`src/rtl/bcd_sum_requester.sv`:
```
// rtl/bcd_sum_requester.sv - APB master that runs one BCD summator add per command.
// Optional: BCD_REQ_OPERAND_CHECK_EN rejects non-BCD operands before any bus activity.
module bcd_sum_requester #(
  parameter int summatorBaseAddr = 0,
  parameter int addrWidth        = 10,
  parameter int dataWidth        = 16,
  parameter int accessTimeout    = 16,
  parameter int pollLimit        = 255,
  parameter int startWait        = 4
) (
  input  logic                 clk,
  input  logic                 reset_n,
  input  logic                 cmd_valid,
  output logic                 cmd_ready,
  input  logic [dataWidth-1:0] cmd_arg1,
  input  logic [dataWidth-1:0] cmd_arg2,
  output logic                 rsp_valid,
  input  logic                 rsp_ready,
  output logic [dataWidth-1:0] rsp_result,
  output logic                 rsp_overflow,
  output logic                 rsp_error,
  output logic                 aps_psel,
  output logic                 aps_penable,
  output logic                 aps_pwrite,
  output logic [addrWidth-1:0] aps_paddr,
  output logic [dataWidth-1:0] aps_pwdata,
  input  logic [dataWidth-1:0] aps_prdata,
  input  logic                 aps_pready,
  input  logic                 aps_pslverr
);

  localparam int L  = dataWidth / 8;
  localparam int RW = (pollLimit > 0) ? $clog2(pollLimit + 1) : 1;
  localparam int CW = $clog2(accessTimeout + startWait + 4);

  localparam logic [addrWidth-1:0] A_ARG1 = addrWidth'(summatorBaseAddr);
  localparam logic [addrWidth-1:0] A_ARG2 = addrWidth'(summatorBaseAddr + L);
  localparam logic [addrWidth-1:0] A_RES  = addrWidth'(summatorBaseAddr + 2 * L);
  localparam logic [addrWidth-1:0] A_STAT = addrWidth'(summatorBaseAddr + 3 * L);

  typedef enum logic [2:0] {IDLE, CHECK, XFER_SETUP, XFER_ACCESS, GAP, WAIT_START, RESP} state_t;
  typedef enum logic [2:0] {WR_ARG1, WR_ARG2, WR_START, WAIT_GO, RD_RES, RD_STAT, DONE} step_t;

  state_t               state_q, state_d;
  step_t                step_q, step_d;
  logic [dataWidth-1:0] arg1_q, arg1_d, arg2_q, arg2_d, res_q, res_d;
  logic                 ovf_q, ovf_d, err_q, err_d;
  logic [RW-1:0]        retry_q, retry_d;
  logic [CW-1:0]        cnt_q, cnt_d;

`ifdef BCD_REQ_OPERAND_CHECK_EN
  function automatic logic bcd_ok(input logic [dataWidth-1:0] v);
    for (int i = 0; i < dataWidth / 4; i++) begin
      if (v[4*i +: 4] > 4'd9) return 1'b0;
    end
    return 1'b1;
  endfunction
`endif

  always_ff @(posedge clk or negedge reset_n) begin
    if (!reset_n) begin
      state_q <= IDLE;
      step_q  <= WR_ARG1;
      arg1_q  <= '0;
      arg2_q  <= '0;
      res_q   <= '0;
      ovf_q   <= 1'b0;
      err_q   <= 1'b0;
      retry_q <= '0;
      cnt_q   <= '0;
    end else begin
      state_q <= state_d;
      step_q  <= step_d;
      arg1_q  <= arg1_d;
      arg2_q  <= arg2_d;
      res_q   <= res_d;
      ovf_q   <= ovf_d;
      err_q   <= err_d;
      retry_q <= retry_d;
      cnt_q   <= cnt_d;
    end
  end

  always_comb begin
    state_d = state_q;
    step_d  = step_q;
    arg1_d  = arg1_q;
    arg2_d  = arg2_q;
    res_d   = res_q;
    ovf_d   = ovf_q;
    err_d   = err_q;
    retry_d = retry_q;
    unique case (state_q)
      IDLE: begin
        if (cmd_valid) begin
          arg1_d  = cmd_arg1;
          arg2_d  = cmd_arg2;
          res_d   = '0;
          ovf_d   = 1'b0;
          err_d   = 1'b0;
          retry_d = '0;
          step_d  = WR_ARG1;
          state_d = CHECK;
        end
      end
      CHECK: begin
`ifdef BCD_REQ_OPERAND_CHECK_EN
        if (!bcd_ok(arg1_q) || !bcd_ok(arg2_q)) begin
          err_d   = 1'b1;
          state_d = RESP;
        end else begin
          state_d = XFER_SETUP;
        end
`else
        state_d = XFER_SETUP;
`endif
      end
      XFER_SETUP: state_d = XFER_ACCESS;
      XFER_ACCESS: begin
        if (aps_pready) begin
          state_d = GAP;
          case (step_q)
            WR_ARG1:  step_d = WR_ARG2;
            WR_ARG2:  step_d = WR_START;
            WR_START: step_d = WAIT_GO;
            RD_RES: begin
              // slverr on a result read means the summator is still busy
              if (aps_pslverr) begin
                if (retry_q >= RW'(pollLimit)) state_d = RESP;
                else retry_d = retry_q + 1'b1;
              end else begin
                res_d  = aps_prdata;
                step_d = RD_STAT;
              end
            end
            RD_STAT: begin
              ovf_d  = aps_prdata[0];
              step_d = DONE;
            end
            default: state_d = RESP;
          endcase
          if (aps_pslverr && step_q != RD_RES) state_d = RESP;
        end else if (cnt_q >= CW'(accessTimeout - 1)) begin
          state_d = RESP;
        end
        if (state_d == RESP) begin
          err_d = 1'b1;
          res_d = '0;
          ovf_d = 1'b0;
        end
      end
      GAP: begin
        if (cnt_q == CW'(1)) begin
          case (step_q)
            WAIT_GO: begin
              if (startWait == 0) begin
                step_d  = RD_RES;
                state_d = XFER_SETUP;
              end else begin
                state_d = WAIT_START;
              end
            end
            DONE:    state_d = RESP;
            default: state_d = XFER_SETUP;
          endcase
        end
      end
      WAIT_START: begin
        if (cnt_q >= CW'(startWait - 1)) begin
          step_d  = RD_RES;
          state_d = XFER_SETUP;
        end
      end
      RESP: if (rsp_ready) state_d = IDLE;
      default: state_d = IDLE;
    endcase
  end

  // cnt_q counts cycles spent in the current state and restarts on every transition
  assign cnt_d = (state_d != state_q) ? '0 : ((&cnt_q) ? cnt_q : cnt_q + 1'b1);

  assign aps_psel    = (state_q == XFER_SETUP) || (state_q == XFER_ACCESS);
  assign aps_penable = (state_q == XFER_ACCESS);

  always_comb begin
    aps_paddr  = '0;
    aps_pwrite = 1'b0;
    aps_pwdata = '0;
    if (aps_psel) begin
      case (step_q)
        WR_ARG1:  begin aps_paddr = A_ARG1; aps_pwrite = 1'b1; aps_pwdata = arg1_q; end
        WR_ARG2:  begin aps_paddr = A_ARG2; aps_pwrite = 1'b1; aps_pwdata = arg2_q; end
        WR_START: begin aps_paddr = A_STAT; aps_pwrite = 1'b1; aps_pwdata = dataWidth'(1); end
        RD_RES:   aps_paddr = A_RES;
        RD_STAT:  aps_paddr = A_STAT;
        default:  aps_paddr = '0;
      endcase
    end
  end

  assign cmd_ready    = (state_q == IDLE);
  assign rsp_valid    = (state_q == RESP);
  assign rsp_result   = res_q;
  assign rsp_overflow = ovf_q;
  assign rsp_error    = err_q;

endmodule
```
`config.mk`:
```
export PLATFORM = sky130hd
export DESIGN_NAME = bcd_sum_requester
export DESIGN_NICKNAME = d
export VERILOG_FILES = /design/src/rtl/bcd_sum_requester.sv
export SDC_FILE = /design/constraint.sdc
export NUM_CORES = 1
export LEC_CHECK = 0
export BUFFER_PORTS_ARGS = -buffer_cell sky130_fd_sc_hd__buf_2
export CORE_AREA = 5 5 77 107
export CTS_BUF_LIST = sky130_fd_sc_hd__clkbuf_16
export DETAILED_ROUTE_END_ITERATION = 16
export DIE_AREA = 0 0 82 112
export GPL_ROUTABILITY_DRIVEN = 0
export PLACE_DENSITY = 0.82
export SLEW_MARGIN = 30
export SYNTH_ARGS = -nofsm -noshare
export SYNTH_HDL_FRONTEND = slang
export SYNTH_SLANG_ARGS = --single-unit
```
`constraint.sdc`:
```
create_clock -name clk -period 3.1 [get_ports clk]
set_input_delay 0.62 -clock clk [delete_from_list [all_inputs] [get_ports clk]]
set_output_delay 0.62 -clock clk [all_outputs]
set_load 0.005 [all_outputs]
```
==> flow_metrics.tcl <==
set metrics [dict create \
    status "complete, no violations" \
    hold_viol_final 0 \
    setup_viol 0 \
    num_rows 37 \
    cts_buffers 9 \
    synth_largest_area_cell "dfrtp_1" \
    dr.pass1.iters 4 \
    synthTopCellsByArea "dfrtp_1, nand2_1, mux2i_1" \
    drv_cap 0 \
    critPathLaunchType "register" \
    cp.arrival_ns 2.06 \
    grt.total_usage 0.194 \
    p_per_area_nw_per_um2 866 \
    grt_pass1_wl_mm 14.1 \
    syn_to_final_growth_pct 23.2 \
    ant_nets 0 \
    slew_headroom 0.493 \
    synth.most_common_cell "nand2_1" \
    cts_setup_buffers 0 \
    fin_crit_sh 0.864 \
    synthArstFlopShare 1.00 \
    worst_slew_pin_slew_ns 0.760 \
    tns_ns 0 \
    drtIter0Drc 193 \
    synth_ff_type "dfrtp_1" \
    syn_avg_cell_area_sq_um 9.12 \
    reg2reg_to "rsp_result[13]$_DFFE_PN0P_" \
    crit_start "state_q[2]$_DFF_PN0_" \
    ys_seq_area_frac 0.494 \
    die_h_um 112 \
    post_cts_resized 0 \
    ir_drop_mv 0.541 \
    critical_path.reg2reg.startpoint "cnt_q[0]$_DFFE_PN0P_" \
    stdcell_area_sq_um 4300 \
    cts_root_buf "clkbuf_16" \
    routed_wl_mm 8.30 \
    cts_tree "built" \
    cts_hold_buf 0 \
    via_count 3020 \
    antenna_cells 0 \
    p_leak_nw 2.28 \
    critPathRequiredTime_ns 2.48 \
    wl_per_cell_um 14.5 \
    antenna_found_initial 0 \
    rsz0062_at_grt "no" \
    vias_per_cell 5.26 \
    fill_cells 611 \
    ys_ff_latch 69 \
    initial_core_util 0.484 \
    grt_pass1_vias 3074 \
    synth-edff-count 0 \
    htreeDepth 3 \
    core_area_sq_um 7220 \
    final_nets 532 \
    die_w_um 82 \
    io_buffer_count 94 \
    clock.fmax_mhz 373 \
    ys_warn_count 0 \
    clock_skew_ns 0.00596 \
    clk_latency_ns 0.32 \
    finalMaxSlewViolations 0 \
    drive_gt1_frac 0.275 \
    end_kind "primary output" \
    io_pins 103 \
    finalCriticalPeriod_ns 2.68 \
    syn_area_sq_um 3490 \
    clockBufferDepth 2 \
    synth_top_cells_by_count "nand2_1, dfrtp_1, nor2_1" \
    grt_max_degree 40 \
    holdCritPathClass "in -> async" \
    synthCells 383 \
    placed_area_sq_um 4000 \
    synth_top_cell_area_share 0.494 \
    hpwl_mm 6.00 \
    crit_end "aps_pwdata[13]" \
    cp_max_fo 15 \
    synth_cell_types 53 \
    reg2reg_setup_slack_ns 0.47 \
    cts.sinks 69 \
    reg2reg_depth 8 \
    dieArea_sq_um 9180 \
    drc 0 \
    overflow 0 \
    clkSlewWorstSetupHoldPaths_ns 0.05 \
    worstSetupPathType "reg -> out" \
]
## layout make-up
| class | count | area [sq um] | area share |
|---|---|---|---|
| inverters | 7 | 26.3 | 0.00610 |
| clock buffers | 9 | 225 | 0.0523 |
| well taps | 97 | 121 | 0.0282 |
| flip-flops and latches | 69 | 1730 | 0.401 |
| multi-input cells | 286 | 1610 | 0.374 |
| clock inverters | 6 | 80.1 | 0.0186 |
| repair buffers | 100 | 515 | 0.120 |
## metrics by stage
stage / utilization / hold slack (ns) / worst slack (ns) / power [mW] / std cells
after floorplan: - / 0.324 / 0.748 / 2.27 / 390
after global placement: 0.554 / 0.457 / 0.581 / 2.64 / 559
after detailed placement: 0.554 / 0.462 / 0.476 / 2.70 / 559
after CTS: 0.596 / 0.290 / 0.404 / 3.76 / 574
after global routing: 0.596 / 0.318 / 0.207 / 4.02 / 574
final: 0.596 / 0.275 / 0.422 / 3.73 / 574
## critical path: stages, from the launching register on
cell      delay [ns]
dfrtp_1         0.50
nand2b_1        0.30
or3_1           0.59
nor2_1          0.20
buf_2           0.14
## registers in the layout (all words and copies together), names as in the netlist
| name | count |
|---|---|
| arg1_q | 16 |
| arg2_q | 16 |
| rsp_result | 16 |
| retry_q | 8 |
| cnt_q | 5 |
| state_q | 3 |
| step_q | 3 |
| rsp_error | 1 |
| rsp_overflow | 1 |
## logic make-up (layout without fill, tap and decap cells)
kind of cell	after synthesis	in the layout	synth area share
other cells	1	8	0.00107
simple gates	190	190	0.242
compound gates	58	58	0.124
buf+inv	35	122	0.0530
fa+ha+maj	5	5	0.0179
mux	15	15	0.0430
xor+xnor	10	10	0.0251
flops	69	69	0.494
## metal layers
layer	up-vias	track usage	part of all wire
li1	1461	-	-
met3	13	0.0494	0.076
met4	0	0.0732	0.018
met2	118	0.316	0.49
met1	1428	0.243	0.42
met5	-	0	0
## how the worst min path moves through the flow
| stage | to | slack, ns | depth (start not counted) |
|---|---|---|---|
| 2_1_floorplan | arg1_q[0]$_DFFE_PN0P_ | 0.32 | 0 |
| 3_3_place_gp | arg2_q[7]$_DFFE_PN0P_ | 0.46 | 2 |
| 3_5_place_dp | arg2_q[15]$_DFFE_PN0P_ | 0.46 | 2 |
| 4_1_cts | arg2_q[0]$_DFFE_PN0P_ | 0.29 | 1 |
| 5_1_grt | arg2_q[0]$_DFFE_PN0P_ | 0.32 | 1 |
| 6_report | arg2_q[0]$_DFFE_PN0P_ | 0.28 | 1 |
## placed cells by master, fill, tap and decap left out, drive strengths merged, types with 4 or more instances in the layout
cell and n:
mux2i 15, dfrtp 69, nor3 10, o21ai 11, buf 100, nor2b 6, nand2b 4, a22o 17
xnor2 7, nand2 108, nor2 32, clkbuf 9, ha 5, a21oi 12, inv 8, nand3 6
conb 8
## report_power, final
group	switching, mW	total, mW	internal [mW]
Combinational	0.718	1.26	0.545
Sequential	0.256	1.42	1.17
Clock	0.351	1.04	0.691
Power figures use the tool's default switching activity.
